===== src/rtl/i2c_slave_regfile.sv =====
// I2C target with 7-bit address match, offset pointer and burst read/write into a byte register file.
// Define I2C_SLV_GCALL_EN to also acknowledge the general-call write address (0x00).
module i2c_slave_regfile #(
    parameter logic [6:0] SLAVE_ADDR   = 7'h50,
    parameter int         REG_NUM      = 16,
    parameter int         FILTER_LEN   = 3,
    parameter int         SDA_HOLD_CYC = 8
) (
    input  logic                       SYSTEM_CLK,
    input  logic                       RESET,
    input  logic                       iSCL,
    input  logic                       iSDA,
    output logic                       oSDAOE,
    output logic [REG_NUM*8-1:0]       regs_flat,
    output logic                       wr_pulse,
    output logic [$clog2(REG_NUM)-1:0] wr_index,
    output logic [7:0]                 wr_byte,
    output logic                       busy,
    output logic [3:0]                 state_s
);
    localparam int PW = $clog2(REG_NUM);
    localparam int FW = (FILTER_LEN > 1) ? $clog2(FILTER_LEN) : 1;
    localparam int HW = (SDA_HOLD_CYC > 1) ? $clog2(SDA_HOLD_CYC) : 1;

    typedef enum logic [3:0] {
        ST_IDLE       = 4'd0,
        ST_ADDR       = 4'd1,
        ST_ADDR_ACK   = 4'd2,
        ST_OFFSET     = 4'd3,
        ST_OFFSET_ACK = 4'd4,
        ST_WR_DATA    = 4'd5,
        ST_WR_ACK     = 4'd6,
        ST_RD_DATA    = 4'd7,
        ST_RD_ACK     = 4'd8,
        ST_IGNORE     = 4'd9
    } state_t;

    state_t               state_r, state_nx_s;
    logic [1:0]           sync1_r, sync2_r, filt_r, filt_d_r;
    logic [1:0][FW-1:0]   fcnt_r;
    logic [3:0]           bit_cnt_r;
    logic [7:0]           shift_r, rd_byte_r;
    logic                 rw_r;
    logic [PW-1:0]        ptr_r;
    logic                 hold_act_r, pend_sda_r, pend_wr_r;
    logic [HW-1:0]        hold_cnt_r;
    logic [7:0]           regs_r [REG_NUM];

    logic scl_f_s, sda_f_s, scl_rise_s, scl_fall_s, start_s, stop_s;
    logic last_bit_s, addr_hit_s, drive_val_s, rd_load_s;
    logic [7:0] byte_in_s, reg_at_ptr_s;

    assign scl_f_s      = filt_r[0];
    assign sda_f_s      = filt_r[1];
    assign scl_rise_s   = scl_f_s & ~filt_d_r[0];
    assign scl_fall_s   = ~scl_f_s & filt_d_r[0];
    // START/STOP need SCL high both before and after the SDA edge
    assign start_s      = scl_f_s & filt_d_r[0] & ~sda_f_s & filt_d_r[1];
    assign stop_s       = scl_f_s & filt_d_r[0] & sda_f_s & ~filt_d_r[1];
    assign byte_in_s    = {shift_r[6:0], sda_f_s};
    assign last_bit_s   = (bit_cnt_r == 4'd7);
    assign reg_at_ptr_s = regs_r[ptr_r];
    assign state_s      = state_r;

`ifdef I2C_SLV_GCALL_EN
    assign addr_hit_s = (byte_in_s[7:1] == SLAVE_ADDR) || (byte_in_s == 8'h00);
`else
    assign addr_hit_s = (byte_in_s[7:1] == SLAVE_ADDR);
`endif

    for (genvar k = 0; k < REG_NUM; k++) begin : g_flat
        assign regs_flat[8*k +: 8] = regs_r[k];
    end

    // Two-stage synchronizer and stability filter for SCL (bit 0) and SDA (bit 1)
    always_ff @(posedge SYSTEM_CLK or posedge RESET) begin
        if (RESET) begin
            sync1_r  <= 2'b11;
            sync2_r  <= 2'b11;
            filt_r   <= 2'b11;
            filt_d_r <= 2'b11;
            fcnt_r   <= {2*FW{1'b0}};
        end else begin
            sync1_r  <= {iSDA, iSCL};
            sync2_r  <= sync1_r;
            filt_d_r <= filt_r;
            for (int i = 0; i < 2; i++) begin
                if (sync2_r[i] == filt_r[i]) begin
                    fcnt_r[i] <= {FW{1'b0}};
                end else if (fcnt_r[i] == FW'(FILTER_LEN - 1)) begin
                    filt_r[i] <= sync2_r[i];
                    fcnt_r[i] <= {FW{1'b0}};
                end else begin
                    fcnt_r[i] <= fcnt_r[i] + FW'(1);
                end
            end
        end
    end

    // FSM state register
    always_ff @(posedge SYSTEM_CLK or posedge RESET) begin
        if (RESET) begin
            state_r <= ST_IDLE;
        end else begin
            state_r <= state_nx_s;
        end
    end

    // FSM next state: START/STOP win, otherwise advance on accepted SCL rise
    always_comb begin
        state_nx_s = state_r;
        if (start_s) begin
            state_nx_s = ST_ADDR;
        end else if (stop_s) begin
            state_nx_s = ST_IDLE;
        end else if (scl_rise_s) begin
            case (state_r)
                ST_ADDR:       state_nx_s = last_bit_s ? (addr_hit_s ? ST_ADDR_ACK : ST_IGNORE) : ST_ADDR;
                ST_ADDR_ACK:   state_nx_s = rw_r ? ST_RD_DATA : ST_OFFSET;
                ST_OFFSET:     state_nx_s = last_bit_s ? ST_OFFSET_ACK : ST_OFFSET;
                ST_OFFSET_ACK: state_nx_s = ST_WR_DATA;
                ST_WR_DATA:    state_nx_s = last_bit_s ? ST_WR_ACK : ST_WR_DATA;
                ST_WR_ACK:     state_nx_s = ST_WR_DATA;
                ST_RD_DATA:    state_nx_s = last_bit_s ? ST_RD_ACK : ST_RD_DATA;
                ST_RD_ACK:     state_nx_s = sda_f_s ? ST_IGNORE : ST_RD_DATA;
                ST_IDLE:       state_nx_s = ST_IDLE;
                ST_IGNORE:     state_nx_s = ST_IGNORE;
                default:       state_nx_s = ST_IDLE;
            endcase
        end else begin
            state_nx_s = state_r;
        end
    end

    // FSM outputs: SDA level to present in the slot that begins at this SCL fall
    always_comb begin
        drive_val_s = 1'b1;
        rd_load_s   = 1'b0;
        case (state_r)
            ST_ADDR_ACK, ST_OFFSET_ACK, ST_WR_ACK: drive_val_s = 1'b0;
            ST_RD_DATA: begin
                if (bit_cnt_r == 4'd0) begin
                    rd_load_s   = 1'b1;
                    drive_val_s = reg_at_ptr_s[7];
                end else begin
                    drive_val_s = rd_byte_r[3'd7 - bit_cnt_r[2:0]];
                end
            end
            default: drive_val_s = 1'b1;
        endcase
    end

    // Bit counter, shifter, pointer, SDA hold timer and register-file writes
    always_ff @(posedge SYSTEM_CLK or posedge RESET) begin
        if (RESET) begin
            oSDAOE     <= 1'b1;
            busy       <= 1'b0;
            bit_cnt_r  <= 4'd0;
            shift_r    <= 8'h00;
            rd_byte_r  <= 8'h00;
            rw_r       <= 1'b0;
            ptr_r      <= {PW{1'b0}};
            hold_act_r <= 1'b0;
            hold_cnt_r <= {HW{1'b0}};
            pend_sda_r <= 1'b1;
            pend_wr_r  <= 1'b0;
            wr_pulse   <= 1'b0;
            wr_index   <= {PW{1'b0}};
            wr_byte    <= 8'h00;
            for (int k = 0; k < REG_NUM; k++) begin
                regs_r[k] <= 8'h00;
            end
        end else begin
            wr_pulse <= 1'b0;
            if (start_s || stop_s) begin
                busy       <= start_s;
                bit_cnt_r  <= 4'd0;
                oSDAOE     <= 1'b1;
                hold_act_r <= 1'b0;
                pend_wr_r  <= 1'b0;
            end else if (scl_rise_s) begin
                case (state_r)
                    ST_ADDR, ST_OFFSET, ST_WR_DATA: begin
                        shift_r <= byte_in_s;
                        if (last_bit_s) begin
                            bit_cnt_r <= 4'd8;
                            if (state_r == ST_ADDR) rw_r <= byte_in_s[0];
                            if (state_r == ST_OFFSET) ptr_r <= byte_in_s[PW-1:0];
                        end else begin
                            bit_cnt_r <= bit_cnt_r + 4'd1;
                        end
                    end
                    ST_RD_DATA: begin
                        if (last_bit_s) begin
                            bit_cnt_r <= 4'd8;
                            ptr_r     <= ptr_r + PW'(1);
                        end else begin
                            bit_cnt_r <= bit_cnt_r + 4'd1;
                        end
                    end
                    ST_ADDR_ACK, ST_OFFSET_ACK, ST_WR_ACK, ST_RD_ACK: bit_cnt_r <= 4'd0;
                    default: bit_cnt_r <= bit_cnt_r;
                endcase
            end else if (scl_fall_s) begin
                hold_act_r <= 1'b1;
                hold_cnt_r <= {HW{1'b0}};
                pend_sda_r <= drive_val_s;
                pend_wr_r  <= (state_r == ST_WR_ACK);
                if (rd_load_s) rd_byte_r <= reg_at_ptr_s;
            end else if (hold_act_r) begin
                if (hold_cnt_r == HW'(SDA_HOLD_CYC - 1)) begin
                    hold_act_r <= 1'b0;
                    oSDAOE     <= pend_sda_r;
                    pend_wr_r  <= 1'b0;
                    // The byte commits at the moment the ACK is actually driven
                    if (pend_wr_r) begin
                        regs_r[ptr_r] <= shift_r;
                        wr_pulse      <= 1'b1;
                        wr_index      <= ptr_r;
                        wr_byte       <= shift_r;
                        ptr_r         <= ptr_r + PW'(1);
                    end
                end else begin
                    hold_cnt_r <= hold_cnt_r + HW'(1);
                end
            end
        end
    end
endmodule


===== config.mk =====
export PLATFORM = sky130hd
export DESIGN_NAME = i2c_slave_regfile
export DESIGN_NICKNAME = d
export VERILOG_FILES = /design/src/rtl/i2c_slave_regfile.sv
export SDC_FILE = /design/constraint.sdc
export NUM_CORES = 1
export LEC_CHECK = 0
export ABC_AREA = 1
export CAP_MARGIN = 10
export CORE_UTILIZATION = 25
export CTS_CLUSTER_DIAMETER = 200
export DETAILED_ROUTE_END_ITERATION = 7
export GPL_TIMING_DRIVEN = 0
export HOLD_SLACK_MARGIN = 0.03
export PLACE_DENSITY_LB_ADDON = 0.12
export SETUP_SLACK_MARGIN = 0.15
export SLEW_MARGIN = 20
export SYNTH_ARGS = -nofsm -noshare
export SYNTH_HDL_FRONTEND = slang
export SYNTH_SLANG_ARGS = --single-unit

===== constraint.sdc =====
create_clock -name SYSTEM_CLK -period 9.7 [get_ports SYSTEM_CLK]
set_input_delay 1.455 -clock SYSTEM_CLK [delete_from_list [all_inputs] [get_ports SYSTEM_CLK]]
set_output_delay 1.455 -clock SYSTEM_CLK [all_outputs]
set_load 0.05 [all_outputs]

==> summary.txt, run 1 <==
post_cts resized -> 0
Max Fclk -> 0.289 GHz
worst hold path startpoint -> sync1_r[0]
Setup crit end kind -> register
n_diodes -> 0
Max VDD drop -> 0.000136 V
CTS tree -> done
Nets -> 1241
H-Tree Depth -> 4
die height -> 190 µm
vias in the first global route -> 8111
Worst Path Max Fanout -> 11
Worst R2R Start -> ptr_r[0]
final instance area -> 0.0116 mm²
core box area -> 0.0346 mm²
Synth Area per Inst -> 8.33 µm²
drc violations -> 0
DP HPWL -> 25600 µm
Yosys top cell area share -> 0.511
Pwr Density -> 195 mW/mm²
cts bufs inserted -> 17
Mapped Area -> 0.00881 mm²
most common cell in the synthesized netlist -> nand2_1
post-layout min period -> 3.46 ns
Boundary Pins -> 151
first-pass GRT wire length -> 53500 µm
crit path launch type -> register
Hold/Removal Path Class -> reg2reg
FFs w/ async S/R, synth -> 1.00
leakage -> 4.98 nW
Die Width -> 190 µm
Max-Slew Margin vs Limit -> 0.336
Distinct cells, synth -> 34
Post-synth top cells -> 284 x nand2_1, 180 x dfrtp_1, 168 x o21ai_0, 102 x nor2_1, 73 x o21ai_1
vias -> 8023
worst setup path startpoint -> ptr_r[0]
clock root cell -> clkbuf_16
# fillers -> 3615
Synth Flop Type -> dfrtp_1
max cap viols -> 0
Seq/Total Area, Yosys -> 0.541
share of layout cells above drive strength 1 -> 0.0725
Max Slew Vio Count -> 0
CP Data Required Time -> 9.98 ns
clock latency at the later pin of the worst-skew pair -> 0.44 ns
DRT Wirelength -> 35700 µm
initial antenna violation count -> 0
ANT nets after route -> 0
worst setup path category -> reg2reg
Multi-input gate area -> 0.00352 mm²
worst-margin pin slew -> 0.996 ns
yosys warns -> 0
layout overhead on the synthesized area -> 31.3%
starting DRC count in detailed routing -> 621
WL/cell -> 21.0 µm
routability congestion estimate -> 0.892
Via density -> 4.73
Post-synth EDFFs -> 0
Post-Syn Instances -> 1058
total die area -> 0.0360 mm²
clk slew on worst S/H paths -> 0.08 ns
Sink Count -> 190
outcome -> finished clean
Post-Syn Nets -> 1070
top cells by area, synth -> dfrtp_1 51%, nand2_1 12%, o21ai_0 9.5%
FF+latch area -> 0.00477 mm²
largest net degree at the start of global routing -> 81
RSZ-0062 raised after global routing -> no
post-CTS setup buffer count -> 0
GRT Residual Overflow -> 0
IO buf count -> 150
final setup fails -> 0
gr usage total -> 0.203
Final Hold Vio Count -> 0
Area after DPL -> 0.0109 mm²
CP arrival -> 3.74 ns
Initial Utilization -> 0.254
Setup Skew -> 0.0195 ns
drt first pass iters -> 5
FP Rows -> 68
Total Power -> 2.25 mW
hold_ws -> 0.358 ns
Hold Buf Count CTS -> 0
Synth Register Bits -> 190
Max Root-Sink Buffers -> 2
largest area contributor in the netlist -> dfrtp_1
period utilization -> 0.357
cells in the final DEF (no fill, tap or decap), drive strengths merged, types with 5 or more instances in the layout:
master,instances
or2,7
o22ai,20
nand3,49
o21ai,241
nor3,9
nor2,103
a21oi,6
buf,27
clkbuf,50
clkinv,5
dfrtp,180
dfstp,10
nand2,286
ha,8
inv,72
clkdlybuf4s50,150
flip-flops by register name, indices dropped and copies added (netlist names):
| signal | cells |
|---|---|
| bit_cnt_r | 4 |
| busy | 1 |
| fcnt_r | 4 |
| filt_d_r | 2 |
| filt_r | 2 |
| hold_act_r | 1 |
| hold_cnt_r | 3 |
| oSDAOE | 1 |
| pend_sda_r | 1 |
| pend_wr_r | 1 |
| ptr_r | 4 |
| rd_byte_r | 8 |
| regs_flat | 128 |
| rw_r | 1 |
| shift_r | 8 |
| state_s | 4 |
| sync1_r | 2 |
| sync2_r | 2 |
| wr_byte | 8 |
| wr_index | 4 |
| wr_pulse | 1 |
power breakdown:
part,total (mW),switching (mW),internal (mW),leakage [nW]
clock network,0.752,0.370,0.382,0.305
logic,0.602,0.462,0.140,2.08
registers,0.899,0.0453,0.854,2.59
total,2.25,0.877,1.38,4.98
worst max-delay path, cell delays in order (launching register included):
cell,delay [ns]
dfrtp_1,0.47
inv_1,0.13
clkbuf_1,0.58
clkbuf_1,0.70
ha_1,0.55
nand3_1,0.40
buf_2,0.32
nand2_1,0.07
o21ai_0,0.07
final timing paths:
path	endpoint	slack (ns)	cells past startpoint
max	regs_flat[55]	6.24	8
min	sync2_r[0]	0.36	0
max reg2reg	regs_flat[55]	6.24	8
min reg2reg	sync2_r[0]	0.36	0
max in group asynchronous	wr_pulse	7.56	3
min in group asynchronous	wr_index[1]	1.42	2
routing by layer:
layer / part of all wire / track usage / up-vias
met4: 0.017 / 0.0524 / 0
met1: 0.46 / 0.280 / 3911
met3: 0.045 / 0.0280 / 31
li1: - / - / 3835
met5: 0 / 0 / -
met2: 0.47 / 0.333 / 246
kinds of logic (layout without fill, tap and decap cells):
kind of cell    after synthesis  count (layout)  share of synthesized area
simple gates                459             459                      0.222
buf+inv                     121             305                     0.0594
xor+xnor                      4               4                    0.00398
compound gates              275             275                      0.161
flops                       190             190                      0.541
fa+ha+maj                     8               8                     0.0114
mux                           1               1                    0.00114
layout make-up:
type | count | area share
repair buffers | 152 | 0.135
well taps | 455 | 0.0492
plain buffers | 57 | 0.0242
clock buffers | 18 | 0.0380
flip-flops and latches | 190 | 0.412
inverters | 64 | 0.0216
clock inverters | 14 | 0.0161
multi-input cells | 747 | 0.304
through the flow:
stage          setup slack, ns   util  instances  TNS (ns)
5_1_grt                   6.03  0.334       1697         0
2_1_floorplan             3.09      -       1058         0
4_1_cts                   6.25  0.334       1697         0
3_5_place_dp              6.29  0.316       1665         0
3_3_place_gp            -0.152  0.314       1663    -22.38
6_report                  6.24  0.334       1697         0
No activity file was read; power rests on OpenSTA's default activity.
==> run 2, diff against run 1 <==
==> constraint.sdc (replaced) <==
create_clock -name SYSTEM_CLK -period 3 [get_ports SYSTEM_CLK]
set_input_delay 0.45 -clock SYSTEM_CLK [delete_from_list [all_inputs] [get_ports SYSTEM_CLK]]
set_output_delay 0.45 -clock SYSTEM_CLK [all_outputs]
set_load 0.05 [all_outputs]
==> run 2 against run 1 <==
Cell area up 1.2%. Wire length is 0.39% higher. Largest cell class unchanged. Hold slack worse by 0.0019 ns. Clock skew shrank 0.0066 ns. Fmax up 27%. Power grew to 3.3 times the previous value. Combinational power rose to 3.3 times the previous value. First-iteration DRC count shrank 8.1%. Highest routed layer unchanged. Register-to-register slack got worse by 6.0 ns.
==> summary.txt, run 2 (synthesis results as in run 1) <==
leakage -> 5.04 nW
die height -> 190 µm
Max VDD drop -> 0.000391 V
met3 wire len -> 1480 µm
final setup fails -> 0
initial antenna violation count -> 0
drt first pass iters -> 5
total die area -> 0.0360 mm²
DR top layer -> met4
H-Tree Depth -> 4
Max-Slew Margin vs Limit -> 0.354
final instance area -> 0.0117 mm²
cts bufs inserted -> 17
layout overhead on the synthesized area -> 32.9%
DRT Wirelength -> 35800 µm
Final Hold Vio Count -> 0
DP HPWL -> 26000 µm
Max Slew Vio Count -> 0
CTS tree -> done
clock root cell -> clkbuf_16
n_diodes -> 0
vias -> 8049
drc violations -> 0
Boundary Pins -> 151
routability congestion estimate -> 0.861
crit path launch type -> register
vias in the first global route -> 8209
most common cell after layout, fill and taps aside -> nand2_1
Initial Utilization -> 0.254
gr usage total -> 0.206
Hold/Removal Path Class -> in2async
Via density -> 4.73
core box area -> 0.0346 mm²
Pwr Density -> 635 mW/mm²
Area after DPL -> 0.0110 mm²
largest net degree at the start of global routing -> 32
post-layout min period -> 2.74 ns
Setup Skew -> 0.0129 ns
max cap viols -> 0
Die Width -> 190 µm
Sink Count -> 190
clock latency at the later pin of the worst-skew pair -> 0.44 ns
Nets -> 1246
Max Fclk -> 0.365 GHz
IO buf count -> 150
RSZ-0062 raised after global routing -> no
share of layout cells above drive strength 1 -> 0.0802
worst setup path category -> reg2reg
FP Rows -> 68
period utilization -> 0.913
Worst Reg2Reg Path Length in Cells -> 6
first-pass GRT wire length -> 54000 µm
max reg flops -> 128
CP Data Required Time -> 3.28 ns
utilization after layout -> 0.338
Max Root-Sink Buffers -> 2
Worst Path Max Fanout -> 11
CP arrival -> 3.02 ns
Hold Buf Count CTS -> 0
starting DRC count in detailed routing -> 571
WL/cell -> 21.1 µm
clk slew on worst S/H paths -> 0.07 ns
most frequent cells in the layout -> 284 x nand2_1, 180 x dfrtp_1, 168 x o21ai_0
met2 wire len -> 17000 µm
Sum Neg Setup Slack -> 0 ns
hold_ws -> 0.356 ns
worst-margin pin slew -> 0.969 ns
# fillers -> 3665
ANT nets after route -> 0
Setup crit end kind -> register
M1 WL -> 16400 µm
outcome -> finished clean
GRT Residual Overflow -> 0
[run 2: area by class of cell]
class | instances | area, µm² | share of cell area
tap | 455 | 569 | 0.0486
sequential | 190 | 4770 | 0.407
inverter | 64 | 250 | 0.0214
timing repair buffer | 157 | 1660 | 0.141
clock buffer | 18 | 439 | 0.0375
multi-input combinational | 747 | 3520 | 0.301
clock inverter | 14 | 214 | 0.0183
buffer | 57 | 287 | 0.0245
[run 2: timing repair]
| item | CTS | global route |
|---|---|---|
| cloned | 0 | 0 |
| endpoints found under the setup margin | 72 | 26 |
| pin swaps | 0 | 0 |
| resized for setup | 4 | 3 |
| setup buffers | 0 | 0 |
[run 2: metal layers]
layer  track usage  vias up
met5             0        -
li1              -     3849
met2         0.335      223
met1         0.278     3926
met3        0.0332       51
met4        0.0664        0
[run 2: metrics by stage]
step           std cells  total power [mW]  setup slack, ns
5_1_grt             1702              7.83            0.158
2_1_floorplan       1058              4.09            0.110
4_1_cts             1702              7.51            0.185
3_3_place_gp        1663              4.89            -1.78
6_report            1702              7.43            0.262
3_5_place_dp        1670              4.93           -0.439
[run 2: worst paths after layout]
path / slack (ns) / end / start
setup reg to reg: 0.26 / regs_flat[42] / ptr_r[1]
max in group asynchronous: 1.89 / filt_d_r[1] / RESET
hold / removal: 0.36 / regs_flat[59] / RESET
min in group SYSTEM_CLK: 0.36 / sync2_r[0] / sync1_r[0]
hold reg to reg: 0.36 / sync2_r[0] / sync1_r[0]
setup / recovery: 0.26 / regs_flat[42] / ptr_r[1]
[run 2: where the power goes]
part	switching [mW]	total [mW]	leakage (nW)	internal [mW]
logic	1.49	1.96	2.13	0.468
registers	0.145	2.91	2.59	2.76
clock network	1.06	2.57	0.313	1.51
total	2.69	7.43	5.04	4.73
[run 2: worst max-delay path, stage by stage (launching register included)]
cell and delay [ns]:
dfrtp_1 0.60, clkinvlp_4 0.40, clkbuf_2 0.37, ha_1 0.41
nand3_1 0.37, buf_2 0.30, o21ai_0 0.11
==> run 3, diff against run 2 <==
--- a/config.mk
+++ b/config.mk
@@ -5,7 +5,6 @@
 export SDC_FILE = /design/constraint.sdc
 export NUM_CORES = 1
 export LEC_CHECK = 0
-export ABC_AREA = 1
 export CAP_MARGIN = 10
 export CORE_UTILIZATION = 25
 export CTS_CLUSTER_DIAMETER = 200
==> run 3 against run 2 <==
Final cell count shrank 22%. Power is 13% lower. Clock power fell by 15%. Sequential power barely moved. Critical endpoint is now regs_flat[110]. Highest routed layer unchanged.
==> summary.txt, run 3 <==
outcome -> finished clean
Synth Area in Compound Gates -> 0.0491
met2 GRT Util -> 0.258
core box area -> 0.0377 mm²
post-layout min period -> 2.63 ns
Die Width -> 198 µm
Boundary Pins -> 151
max cap viols -> 0
leakage -> 5.55 nW
worst-margin pin slew -> 1.03 ns
FFs w/ async S/R, synth -> 1.00
Sink Count -> 190
clock share of power -> 0.340
Distinct cells, synth -> 62
drt first pass iters -> 4
most common cell after layout, fill and taps aside -> dfrtp_1
H-Tree Depth -> 4
CP Cell Sequence -> buf_2 > clkbuf_1 > inv_1 > ha_1 > nand3_4 > mux2_4
most common cell in the synthesized netlist -> dfrtp_1
Synth Register Bits -> 190
worst setup path category -> reg2reg
initial antenna violation count -> 0
cts bufs inserted -> 17
Mapped Area -> 0.00958 mm²
DRT Wirelength -> 29900 µm
final setup fails -> 0
Worst Reg2Reg Path Length in Cells -> 6
drc violations -> 0
Setup Skew -> 0.0141 ns
Pwr Density -> 518 mW/mm²
Max VDD drop -> 0.000353 V
WL/cell -> 22.6 µm
combinational power share -> 0.208
yosys warns -> 0
Post-Synth Simple-Gate Area -> 0.0781
most frequent cells in the layout -> 180 x dfrtp_1, 150 x clkdlybuf4s50_1, 137 x mux2_4
GRT Residual Overflow -> 0
Nets -> 816
hold_ws -> 0.358 ns
largest area contributor in the netlist -> dfrtp_1
met3 GRT Util -> 0.0301
Max Root-Sink Buffers -> 2
ANT nets after route -> 0
total die area -> 0.0391 mm²
FF-to-FF End -> regs_flat[110]
IO buf count -> 150
Max-Slew Margin vs Limit -> 0.313
share of layout cells above drive strength 1 -> 0.326
crit path launch type -> register
worst setup path endpoint -> regs_flat[110]
CP Data Required Time -> 3.32 ns
FP Rows -> 71
Initial Utilization -> 0.254
met1 usage in global routing -> 0.226
RSZ-0062 raised after global routing -> no
Max Fclk -> 0.381 GHz
Synth Flop Type -> dfrtp_1
adder-cell share of the synthesized area -> 0.0104
Crit-path slowest cell -> clkbuf_1
GRT busiest layer -> met2
sw frac -> 0.331
Synth Area per Inst -> 15.3 µm²
die height -> 198 µm
Setup crit end kind -> register
Post-Syn Instances -> 628
Post-synth top cells -> 180 x dfrtp_1, 137 x mux2_4, 34 x mux4_2, 24 x clkbuf_1, 20 x nor2_1
layout overhead on the synthesized area -> 29.6%
CP arrival -> 2.95 ns
largest net degree at the start of global routing -> 31
clock root cell -> clkbuf_16
vias -> 5880
gr usage total -> 0.161
Worst R2R Start -> ptr_r[1]
clk slew on worst S/H paths -> 0.07 ns
post-CTS setup buffer count -> 0
Total Power -> 6.43 mW
worst reg2reg setup slack -> 0.37 ns
largest family of logic cells by synthesized area -> multiplexers
Seq pwr share -> 0.452
mux contribution to synthesized area -> 0.330
n_diodes -> 0
Int Pwr -> 4.30 mW
Hold/Removal Path Class -> reg2reg
clock latency at the later pin of the worst-skew pair -> 0.44 ns
CTS tree -> done
post-synthesis xor/xnor area fraction -> 0.00561
max reg flops -> 128
CP max stage delay -> 0.63 ns
vias in the first global route -> 6358
Post-Syn Nets -> 640
worst setup path startpoint -> ptr_r[1]
NetSw -> 2.13 mW
starting DRC count in detailed routing -> 263
Worst Path Max Fanout -> 10
period utilization -> 0.876
top cells by area, synth -> dfrtp_1 47%, mux2_4 21%, mux4_2 8.0%
post_cts resized -> 0
Seq/Total Area, Yosys -> 0.497
Final Hold Vio Count -> 0
Yosys top cell area share -> 0.470
Via density -> 4.43
Max Slew Vio Count -> 0
Hold Buf Count CTS -> 0
DP HPWL -> 21500 µm
routability congestion estimate -> 0.773
Post-synth EDFFs -> 0
first-pass GRT wire length -> 45300 µm
-- run 3: kinds of logic after synthesis --
kind of cell    Yosys count
buf+inv                  54
mux                     203
flops                   190
xor+xnor                  4
compound gates           66
simple gates            103
fa+ha+maj                 8
-- run 3: worst min path at each step --
| stage | start | endpoint | slack, ns | cells after the start |
|---|---|---|---|---|
| floorplan | sync1_r[0] | sync2_r[0] | 0.35 | 0 |
| global placement | sync1_r[0] | sync2_r[0] | 0.35 | 0 |
| detailed placement | sync1_r[0] | sync2_r[0] | 0.35 | 0 |
| CTS | filt_r[1] | filt_d_r[1] | 0.36 | 0 |
| global route | filt_r[1] | filt_d_r[1] | 0.36 | 0 |
| finish | sync1_r[0] | sync2_r[0] | 0.36 | 0 |
-- run 3: routing by layer --
layer	routed length, µm	up-vias
met1	14300	3104
met4	173	0
met5	0	-
li1	-	2667
met2	14600	101
met3	836	8
-- run 3: final cells by class --
class                      instances  area (µm²)
buffer                            44         246
fill                            3776       25200
sequential                       190        4770
multi-input combinational        384        4530
tap                              511         639
timing repair buffer             157        1660
clock inverter                    10        80.1
inverter                          10        41.3
clock buffer                      20         457
-- run 3: worst max-delay path, delay by kind of cell, from the launching register on --
kind	cells	cell delay [ns]
mux	1	0.33
fa+ha+maj	1	0.38
simple gates	1	0.28
buf+inv	3	1.13
flops	1	0.39
-- run 3: through the flow --
step,instances,TNS [ns],worst slack [ns],area (µm²),util
2_1_floorplan,628,0,0.110,9590,-
3_3_place_gp,1289,-346.73,-1.90,11700,0.311
3_5_place_dp,1296,0,0.356,11900,0.315
4_1_cts,1326,0,0.327,12400,0.330
5_1_grt,1326,0,0.194,12400,0.330
6_report,1326,0,0.372,12400,0.330
-- run 3: power groups by stage --
stage	registers (mW)	clock network [mW]	logic [mW]
final	2.91	2.18	1.34
after global routing	2.94	2.37	1.49
after CTS	2.91	2.27	1.38
after detailed placement	2.96	0	1.37
after global placement	2.96	0	1.34
after floorplan	2.97	0	0.877
